**config.mk**
```make
export PLATFORM = sky130hd
export DESIGN_NAME = spi_master_param
export DESIGN_NICKNAME = d
export VERILOG_FILES = /design/src/rtl/spi_pkg.sv /design/src/rtl/spi_clk_gen.sv /design/src/rtl/spi_master_param.sv
export SDC_FILE = /design/constraint.sdc
export NUM_CORES = 1
export LEC_CHECK = 0
export CORE_MARGIN = 4
export CORE_UTILIZATION = 56
export DETAILED_ROUTE_END_ITERATION = 7
export PLACE_DENSITY = 0.83
export SYNTH_ARGS = -nofsm -noshare
export SYNTH_HDL_FRONTEND = slang
export SYNTH_HIERARCHICAL = 1
export SYNTH_SLANG_ARGS = --single-unit
```
**constraint.sdc**
```tcl
create_clock -name clk -period 3.1 [get_ports clk]
set_input_delay 0.62 -clock clk [delete_from_list [all_inputs] [get_ports clk]]
set_output_delay 0.62 -clock clk [all_outputs]
set_load 0.01 [all_outputs]
```
**src/rtl/spi_pkg.sv**
```systemverilog
// Shared types and helpers for the parametrised SPI master.
// Build option: define SPI_LSB_FIRST_EN to add the lsb_first port on spi_master_param.
package spi_pkg;

  // Transfer phases: select asserted before the first edge, clocking, select held after the last edge.
  typedef enum logic [1:0] {
    IDLE  = 2'd0,
    LEAD  = 2'd1,
    XFER  = 2'd2,
    TRAIL = 2'd3
  } spi_state_t;

  // SPI modes encoded as {cpol, cpha}.
  localparam logic [1:0] SPI_MODE0 = 2'b00;
  localparam logic [1:0] SPI_MODE1 = 2'b01;
  localparam logic [1:0] SPI_MODE2 = 2'b10;
  localparam logic [1:0] SPI_MODE3 = 2'b11;

  // Width of the slave index; a single slave still gets a 1-bit index.
  function automatic int spi_ss_w(input int num_ss);
    return (num_ss <= 1) ? 1 : $clog2(num_ss);
  endfunction

endpackage

```
**src/rtl/spi_clk_gen.sv**
```systemverilog
// SCLK timing for spi_master_param.
// A transfer is cut into 2*DATA_W+2 segments of CLK_DIV clk cycles:
// segment 0 is the lead-in, segments 1..2*DATA_W are clocking half-periods,
// segment 2*DATA_W+1 is the trail-out. An SCLK edge happens at the end of
// segments 0..2*DATA_W-1; even segments end in a leading edge, odd in a trailing one.
module spi_clk_gen #(
  parameter int DATA_W  = 8,
  parameter int CLK_DIV = 2
) (
  input  logic clk,
  input  logic rst,
  input  logic run,
  output logic tick,
  output logic lead_edge,
  output logic trail_edge,
  output logic last_edge
);

  localparam int NUM_EDGES = 2 * DATA_W;
  localparam int SEG_MAX   = NUM_EDGES + 1;
  localparam int SEG_W     = $clog2(SEG_MAX + 1);
  localparam int DIV_W     = $clog2(CLK_DIV);

  localparam logic [DIV_W-1:0] DIV_LAST      = DIV_W'(CLK_DIV - 1);
  localparam logic [SEG_W-1:0] SEG_LAST      = SEG_W'(SEG_MAX);
  localparam logic [SEG_W-1:0] EDGE_END      = SEG_W'(NUM_EDGES);
  localparam logic [SEG_W-1:0] LAST_EDGE_SEG = SEG_W'(NUM_EDGES - 1);

  logic [DIV_W-1:0] div_cnt;
  logic [SEG_W-1:0] seg_cnt;
  logic             edge_seg;

  // Divider and segment counters; held at zero whenever no transfer is running.
  always_ff @(posedge clk) begin
    if (!rst || !run) begin
      div_cnt <= '0;
      seg_cnt <= '0;
    end else if (tick) begin
      div_cnt <= '0;
      seg_cnt <= (seg_cnt == SEG_LAST) ? '0 : seg_cnt + SEG_W'(1);
    end else begin
      div_cnt <= div_cnt + DIV_W'(1);
    end
  end

  // Segment-end strobes consumed by the master in the same cycle.
  always_comb begin
    tick       = run && (div_cnt == DIV_LAST);
    edge_seg   = (seg_cnt < EDGE_END);
    lead_edge  = tick && edge_seg && !seg_cnt[0];
    trail_edge = tick && edge_seg && seg_cnt[0];
    last_edge  = tick && (seg_cnt == LAST_EDGE_SEG);
  end

endmodule

```
**src/rtl/spi_master_param.sv**
```systemverilog
// Parametrised SPI master: all four CPOL/CPHA modes, DATA_W-bit words,
// CLK_DIV clk cycles per SCLK half-period, NUM_SS one-hot active-low selects.
// Build option: define SPI_LSB_FIRST_EN to add the lsb_first input (LSB-first transfers).
//
// Handshake: start is a request that is taken only in a cycle where busy=0 and
// ss_sel addresses an existing slave; there is no queuing. Once taken, busy stays
// high until the cycle in which done pulses for exactly one cycle, and rx_data is
// valid from that cycle until the next done. A start in the done cycle is taken.
module spi_master_param
  import spi_pkg::*;
#(
  parameter int  DATA_W  = 8,
  parameter int  CLK_DIV = 2,
  parameter int  NUM_SS  = 1,
  localparam int SS_W    = spi_ss_w(NUM_SS)
) (
  input  logic              clk,
  input  logic              rst,
  input  logic              start,
  input  logic              cpol,
  input  logic              cpha,
  input  logic [SS_W-1:0]   ss_sel,
  input  logic [DATA_W-1:0] tx_data,
`ifdef SPI_LSB_FIRST_EN
  input  logic              lsb_first,
`endif
  input  logic              miso,
  output logic              sclk,
  output logic              mosi,
  output logic [NUM_SS-1:0] ss_n,
  output logic              busy,
  output logic              done,
  output logic [DATA_W-1:0] rx_data,
  output spi_state_t        state_dbg
);

  localparam logic [SS_W:0] NUM_SS_V = (SS_W + 1)'(NUM_SS);

  spi_state_t        state;
  logic              cpha_q;
  logic              lsb_in;
  logic              lsb_q;
  logic [DATA_W-1:0] tx_sh;
  logic [DATA_W-1:0] rx_sh;
  logic              run;
  logic              ss_ok;
  logic              tick;
  logic              lead_edge;
  logic              trail_edge;
  logic              last_edge;
  logic              shift_now;
  logic              sample_now;

  // Next bit to put on the wire from a word, in the selected order.
  function automatic logic first_bit(input logic [DATA_W-1:0] w, input logic lsb);
    return lsb ? w[0] : w[DATA_W-1];
  endfunction

  // Drop the bit just sent so the following one moves into the send position.
  function automatic logic [DATA_W-1:0] shift_word(input logic [DATA_W-1:0] w, input logic lsb);
    return lsb ? (w >> 1) : (w << 1);
  endfunction

  // Append a received bit so the word assembles in transmission order.
  function automatic logic [DATA_W-1:0] shift_in(input logic [DATA_W-1:0] w, input logic b,
                                                 input logic lsb);
    return lsb ? {b, w[DATA_W-1:1]} : {w[DATA_W-2:0], b};
  endfunction

`ifdef SPI_LSB_FIRST_EN
  assign lsb_in = lsb_first;
`else
  assign lsb_in = 1'b0;
  assign lsb_q  = 1'b0;
`endif

  assign run       = (state != IDLE);
  assign ss_ok     = ({1'b0, ss_sel} < NUM_SS_V);
  assign state_dbg = state;

  spi_clk_gen #(
    .DATA_W  (DATA_W),
    .CLK_DIV (CLK_DIV)
  ) u_clk_gen (
    .clk        (clk),
    .rst        (rst),
    .run        (run),
    .tick       (tick),
    .lead_edge  (lead_edge),
    .trail_edge (trail_edge),
    .last_edge  (last_edge)
  );

  // CPHA=0 shifts on trailing edges (the first bit is already out), CPHA=1 on leading ones.
  always_comb begin
    shift_now  = cpha_q ? lead_edge : (trail_edge && !last_edge);
    sample_now = cpha_q ? trail_edge : lead_edge;
  end

  // Transfer FSM with all pin-side outputs registered.
  always_ff @(posedge clk) begin
    if (!rst) begin
      state   <= IDLE;
      sclk    <= 1'b0;
      mosi    <= 1'b0;
      ss_n    <= '1;
      busy    <= 1'b0;
      done    <= 1'b0;
      rx_data <= '0;
      cpha_q  <= 1'b0;
      tx_sh   <= '0;
      rx_sh   <= '0;
`ifdef SPI_LSB_FIRST_EN
      lsb_q   <= 1'b0;
`endif
    end else begin
      done <= 1'b0;
      case (state)
        IDLE: begin
          sclk <= cpol;
          if (start && ss_ok) begin
            state  <= LEAD;
            busy   <= 1'b1;
            ss_n   <= ~(NUM_SS'(1) << ss_sel);
            cpha_q <= cpha;
            rx_sh  <= '0;
`ifdef SPI_LSB_FIRST_EN
            lsb_q  <= lsb_first;
`endif
            if (!cpha) begin
              mosi  <= first_bit(tx_data, lsb_in);
              tx_sh <= shift_word(tx_data, lsb_in);
            end else begin
              mosi  <= 1'b0;
              tx_sh <= tx_data;
            end
          end
        end
        LEAD: begin
          if (tick) state <= XFER;
        end
        XFER: begin
          // The segment after the final edge ends without an edge.
          if (tick && !lead_edge && !trail_edge) state <= TRAIL;
        end
        TRAIL: begin
          if (tick) begin
            state   <= IDLE;
            busy    <= 1'b0;
            done    <= 1'b1;
            ss_n    <= '1;
            rx_data <= rx_sh;
          end
        end
        default: state <= IDLE;
      endcase
      if (lead_edge || trail_edge) sclk <= ~sclk;
      if (shift_now) begin
        mosi  <= first_bit(tx_sh, lsb_q);
        tx_sh <= shift_word(tx_sh, lsb_q);
      end
      if (sample_now) rx_sh <= shift_in(rx_sh, miso, lsb_q);
    end
  end

endmodule

```
==> out/qor.txt, run 1 <==
Std-Cell Rows = 20
reg2reg path depth = 9
sequential area share after synthesis = 41.62%
Synth cell types = 41
Synth Instances = 202
Sum Neg Setup Slack = 0 ps
final setup fails = 0
min Tclk post-route = 2619 ps
cell with the most instances after synthesis = dfxtp_1
num ports = 30
WP buf/inv = 2
ys async rst share = 0%
share of layout cells above drive strength 1 = 8.696%
CP peak stage delay = 430 ps
Final Slew Violations = 0
RSZ-0062 raised after global routing = false
Residual DRC = 0
reg2reg setup slack = 480 ps
crit-path max FO = 12
top cells by count, synth = 38 x dfxtp_1, 33 x nand2_1, 16 x a21oi_1
core box area = 0.003078 sq mm
clk_lat worst skew = 350 ps
overall power = 1.364 mW
CTS clk-pin slew, worst paths = 130 ps
Final Util = 72.20%
TritonCTS buffer count = 5
root buffer cell = clkbuf_4
synthesized area per cell = 9.050 sq um
Syn-to-layout area delta = 21.56%
DR pass1 iterations = 4
DIE WIDTH = 65.14 um
Critical Path Stages = 9
post-route antenna net violation count = 0
mapped cell area = 0.001828 sq mm
Min Hold Slack = 460.5 ps
routed length per placed instance = 14.33 um
Post-CTS Repair Setup Buffers = 0
skew final = 9.123 ps
CP endpoint kind = flop
first-pass GRT wire length = 7058 um
H-tree levels = 2
number of synthesized flops with an enable pin = 0
GRT Total Usage = 21.50%
vias in the first global route = 1511
top cells by area, synth = dfxtp_1 42%, nand2_1 6.8%, ha_1 5.5%, a21oi_1 4.4%, mux2i_1 4.4%
largest delay contributor family on the critical path = simple AND/OR/NAND/NOR gates
Final Hold Vio Count = 0
chip height = 65.14 um
Crit-path slowest cell = dfxtp_1
Crit. Startpoint = state_dbg[0]
Initial Util = 59.39%
Critical Path End = tx_sh[6]
worst setup path class = flop to flop
GPL Wtd Cong = 0.7898
initial antenna violation count = 0
clock buffer depth = 2
Total Die Area = 0.004243 sq mm
Slew headroom = 52.77%
clk sink count = 38
Worst Tran Pin Value = 706.2 ps
status = finished, final reports clean
Setup crit start kind = flop
Mapped Nets = 225
TritonCTS clock tree = yes
cell leakage power = 0.8302 nW
post-synthesis sequential element count = 38
DR iter-0 viols = 105
cts hold-fix bufs = 0
via count = 1559
CP cell instances = inv_1 > ha_1 > inv_1 > nand2_1 > nor3b_2 > nor3b_1 > a21oi_2 > nand2_1 > o22ai_1
pwr dens = 613.8 mW/mm^2
Vias/cell = 5.690
FMAX = 381.8 MHz
Worst Path Required = 3320 ps
Worst Path Arrival = 2840 ps
PortBufs = 29
yosys warns = 6
ys flop type = dfxtp_1
worst min-delay path class = flop to flop
largest net degree at the start of global routing = 25
share of the synthesized area in the top cell type = 41.62%
GRT overflow = 0
Post-CTS Resized = 0
MaxCap Viol Count = 0
RR Endpoint = tx_sh[6]
post-route clock period utilization = 84.48%
final net count = 252
hpwl dp = 2835 um
ANT cells = 0
final WL = 3926 um
r2r startpoint = state_dbg[0]
leading area contributor after synthesis = dfxtp_1
peak supply drop = 0.0004498 V
==> layout by cell type, fill, tap and decap left out, drive strengths merged, types with 2 or more instances in the layout <==
| cell type | netlist | final |
|---|---|---|
| dfxtp | 38 | 38 |
| nor2b | 8 | 8 |
| and2 | 2 | 2 |
| nand3 | 5 | 5 |
| nand4b | 4 | 4 |
| nand3b | 3 | 3 |
| bufinv | 0 | 2 |
| a21oi | 17 | 17 |
| inv | 8 | 8 |
| a22oi | 8 | 8 |
| mux2i | 8 | 8 |
| o21ai | 5 | 5 |
| o22ai | 11 | 11 |
| a211oi | 2 | 2 |
| clkdlybuf4s50 | 0 | 29 |
| ha | 8 | 8 |
| nand2 | 33 | 33 |
| and3 | 3 | 3 |
| clkbuf | 6 | 5 |
| nor2 | 10 | 10 |
| nor3b | 3 | 3 |
| a21boi | 4 | 4 |
==> flip-flops by register name, indices dropped and copies added, names as in the netlist, 2 cells and up <==
name / cells
rx_sh: 8
rx_data: 8
u_clk_gen/seg_cnt: 5
tx_sh: 8
state_dbg: 2
==> layout make-up <==
class / count / area, sq um
Clock buffer: 5 / 37.54
Inverter: 8 / 30.03
Timing Repair Buffer: 30 / 297.8
Sequential cell: 38 / 760.7
Clock inverter: 3 / 68.82
Fill cell: 248 / 855.8
Tap cell: 44 / 55.05
Multi-Input combinational cell: 146 / 972.2
==> cells by family (layout without fill, tap and decap cells) <==
family	count (synthesis)	in the layout	share of synthesized area [%]
simple gates	77	77	23.27
compound gates	52	52	19.44
flops	38	38	41.62
buf+inv	18	46	5.202
mux	9	9	4.997
fa+ha+maj	8	8	5.476
==> routing by layer <==
metal	share of wire, %	wire (um)	vias up	track usage (%)
met5	0	0	-	0
met4	1.9	76	0	8.549
met3	6.2	242	8	5.812
met2	48	1878	50	34.10
met1	44	1729	730	27.83
li1	-	-	771	-
==> worst min path at each step <==
| stage | from | to | slack [ps] | cells after the start |
|---|---|---|---|---|
| after global routing | rx_data[1] | rx_data[1] | 490 | 2 |
| after detailed placement | rx_data[4] | rx_data[4] | 450 | 2 |
| final | rx_data[4] | rx_data[4] | 460 | 2 |
| after global placement | rx_data[3] | rx_data[3] | 440 | 2 |
| after CTS | rx_data[4] | rx_data[4] | 460 | 2 |
| after floorplan | tx_sh[0] | tx_sh[0] | 430 | 2 |
==> worst min-delay path: cells and delay by family (launching register included) <==
kind	cells	cell delay, ps
AO/OA/AOI/OAI	1	50
AND/OR/NAND/NOR	1	50
flip-flops	1	330
==> stage by stage <==
stage	setup WS [ps]	area, sq um	instances
5_1_grt	271.3	2222	274
6_report	481.2	2222	274
2_1_floorplan	1060	1828	202
4_1_cts	543.2	2222	274
3_5_place_dp	568.1	2116	266
3_3_place_gp	758.0	2116	266
==> report_power, final <==
part	internal [mW]	switching, mW
registers	0.528	0.0473
logic	0.156	0.204
clock network	0.252	0.176
total	0.936	0.428
No activity file was read; power rests on OpenSTA's default activity.
==> inputs of run 2 (changes only) <==
--- a/config.mk
+++ b/config.mk
@@ -6,9 +6,9 @@
 export NUM_CORES = 1
 export LEC_CHECK = 0
 export CORE_MARGIN = 4
-export CORE_UTILIZATION = 56
+export CORE_UTILIZATION = 52
 export DETAILED_ROUTE_END_ITERATION = 7
-export PLACE_DENSITY = 0.83
+export PLACE_DENSITY = 0.78
 export SYNTH_ARGS = -nofsm -noshare
 export SYNTH_HDL_FRONTEND = slang
 export SYNTH_HIERARCHICAL = 1
==> constraint.sdc (replaced) <==
create_clock -name clk -period 2.61 [get_ports clk]
set_input_delay 0.522 -clock clk [delete_from_list [all_inputs] [get_ports clk]]
set_output_delay 0.522 -clock clk [all_outputs]
set_load 0.01 [all_outputs]
==> run 2 against run 1 <==
Compared with the run above:
- sequential power increased by 17%
- power increased by 12%
- die area increased by 6.7%
- register-to-register slack got worse by 220 ps
- hold slack got worse by 1.4 ps
- critical path type unchanged
- critical endpoint is now rx_sh[6]
==> out/qor.txt, run 2 (synthesis results as in run 1) <==
status = finished, final reports clean (unchanged)
Slew headroom = 61.93% (was 52.77%)
root buffer cell = clkbuf_4 (unchanged)
largest net degree at the start of global routing = 21 (was 25)
via count = 1549 (was 1559)
post-route clock period utilization = 89.96% (was 84.48%)
Vias/cell = 5.532 (was 5.690)
num ports = 30 (unchanged)
min Tclk post-route = 2348 ps (was 2619 ps)
Sum Neg Setup Slack = 0 ps (unchanged)
routed length per placed instance = 12.91 um (was 14.33 um)
PortBufs = 29 (unchanged)
worst min-delay path startpoint = tx_sh[0] (was rx_data[4])
CP peak stage delay = 460 ps (was 430 ps)
Setup crit start kind = flop (unchanged)
CTS clk-pin slew, worst paths = 120 ps (was 130 ps)
peak supply drop = 0.0005118 V (was 0.0004498 V)
Final Cell Area = 0.002226 sq mm (was 0.002222 sq mm)
Worst Path Arrival = 2600 ps (was 2840 ps)
CP endpoint kind = flop (unchanged)
Crit-path slowest cell = nor3_1 (was dfxtp_1)
r2r startpoint = state_dbg[0] (unchanged)
DR iter-0 viols = 101 (was 105)
Residual DRC = 0 (unchanged)
Worst Path Required = 2860 ps (was 3320 ps)
cell leakage power = 0.8395 nW (was 0.8302 nW)
cts hold-fix bufs = 0 (unchanged)
core box area = 0.003363 sq mm (was 0.003078 sq mm)
commonest cells after routing, fill and taps aside = 38 x dfxtp_1, 33 x nand2_1, 29 x clkdlybuf4s50_1, 16 x a21oi_1, 11 x o22ai_1 (unchanged)
Worst Tran Pin Value = 566.6 ps (was 706.2 ps)
H-tree levels = 2 (unchanged)
TritonCTS buffer count = 5 (unchanged)
Final Hold Vio Count = 0 (unchanged)
largest delay contributor family on the critical path = simple AND/OR/NAND/NOR gates (unchanged)
Syn-to-layout area delta = 21.77% (was 21.56%)
DIE WIDTH = 67.29 um (was 65.14 um)
clk sink count = 38 (unchanged)
GRT overflow = 0 (unchanged)
initial antenna violation count = 0 (unchanged)
Std-Cell Rows = 21 (was 20)
chip height = 67.29 um (was 65.14 um)
TritonCTS clock tree = yes (unchanged)
worst hold path stage count = 2 (unchanged)
DR pass1 iterations = 5 (was 4)
RR Endpoint = rx_sh[6] (was tx_sh[6])
WP buf/inv = 2 (unchanged)
leading cell type in the layout, fill and taps excluded = dfxtp_1 (unchanged)
FMAX = 425.9 MHz (was 381.8 MHz)
hpwl dp = 2643 um (was 2835 um)
reg2reg path depth = 9 (unchanged)
Crit. Startpoint = state_dbg[0] (unchanged)
Initial Util = 54.35% (was 59.39%)
clk_lat worst skew = 350 ps (about the same)
final setup fails = 0 (unchanged)
final WL = 3616 um (was 3926 um)
GRT Total Usage = 18.08% (was 21.50%)
final net count = 256 (was 252)
biggest regs = rx_data: 8 flops, rx_sh: 8 flops, tx_sh: 8 flops (unchanged)
Post-CTS Repair Setup Buffers = 0 (unchanged)
Placed Area = 0.002148 sq mm (was 0.002116 sq mm)
Total Die Area = 0.004528 sq mm (was 0.004243 sq mm)
CP cell instances = inv_1 > ha_1 > inv_1 > nand2_1 > nor3_1 > mux2_2 > nor2_4 > a22oi_1 > nor2b_1 (was inv_1 > ha_1 > inv_1 > nand2_1 > nor3b_2 > nor3b_1 > a21oi_2 > nand2_1 > o22ai_1)
vias in the first global route = 1484 (was 1511)
pwr dens = 683.6 mW/mm^2 (was 613.8 mW/mm^2)
MaxCap Viol Count = 0 (unchanged)
Min-Delay Endpoint = tx_sh[0] (was rx_data[4])
reg2reg setup slack = 260 ps (was 480 ps)
worst setup path class = flop to flop (unchanged)
Final Slew Violations = 0 (unchanged)
share of layout cells above drive strength 1 = 10.26% (was 8.696%)
most used cell, CP = inv_1
first-pass GRT wire length = 6348 um (was 7058 um)
ANT cells = 0 (unchanged)
RSZ-0062 raised after global routing = false (unchanged)
GPL Wtd Cong = 0.8075 (was 0.7898)
Post-CTS Resized = 0 (unchanged)
Min Hold Slack = 459.1 ps (was 460.5 ps)
skew final = 10.79 ps (was 9.123 ps)
post-route antenna net violation count = 0 (unchanged)
clock buffer depth = 2 (unchanged)
crit-path max FO = 9 (was 12)
worst min-delay path class = flop to flop (unchanged)
==> run 2: worst max path at each step <==
stage	endpoint	slack, ps	cells after the start
after floorplan	rx_sh[7]	570	9
after global placement	rx_sh[0]	410	9
after detailed placement	rx_sh[6]	300	9
after CTS	rx_sh[6]	280	9
after global routing	rx_sh[6]	70	9
final	rx_sh[6]	260	9
==> run 2: layout make-up <==
class	count	area, sq um
Clock buffer	5	37.54
Clock inverter	3	40.04
Fill cell	310	1137
Inverter	8	30.03
Multi-Input combinational cell	146	972.2
Sequential cell	38	760.7
Tap cell	46	57.56
Timing Repair Buffer	34	327.8
==> run 2: per-layer routing <==
layer | up-vias | track usage [%] | share of wire, %
met3 | 11 | 5.491 | 4.9
met2 | 40 | 28.96 | 45
li1 | 780 | - | -
met5 | - | 0 | 0
met4 | 0 | 6.076 | 2.2
met1 | 718 | 23.10 | 48
==> run 2: metrics by stage <==
step	total power [mW]	instances	util [%]	setup slack (ps)
2_1_floorplan	1.010	202	-	570.5
3_3_place_gp	1.132	272	63.88	412.0
3_5_place_dp	1.141	272	63.88	295.6
4_1_cts	1.528	280	66.18	277.4
5_1_grt	1.614	280	66.18	70.37
6_report	1.522	280	66.18	262.0
==> run 2: report_power, final <==
group	total, mW	switching [mW]	internal (mW)
registers	0.670	0.0430	0.627
clock network	0.394	0.196	0.198
logic	0.458	0.249	0.208
==> run 2: worst register-to-register path, stage by stage (launching register included) <==
cell and delay (ps):
dfxtp_1 430, inv_1 110, ha_1 310, inv_1 110, nand2_1 100, nor3_1 460
mux2_2 400, nor2_4 90, a22oi_1 170, nor2b_1 70
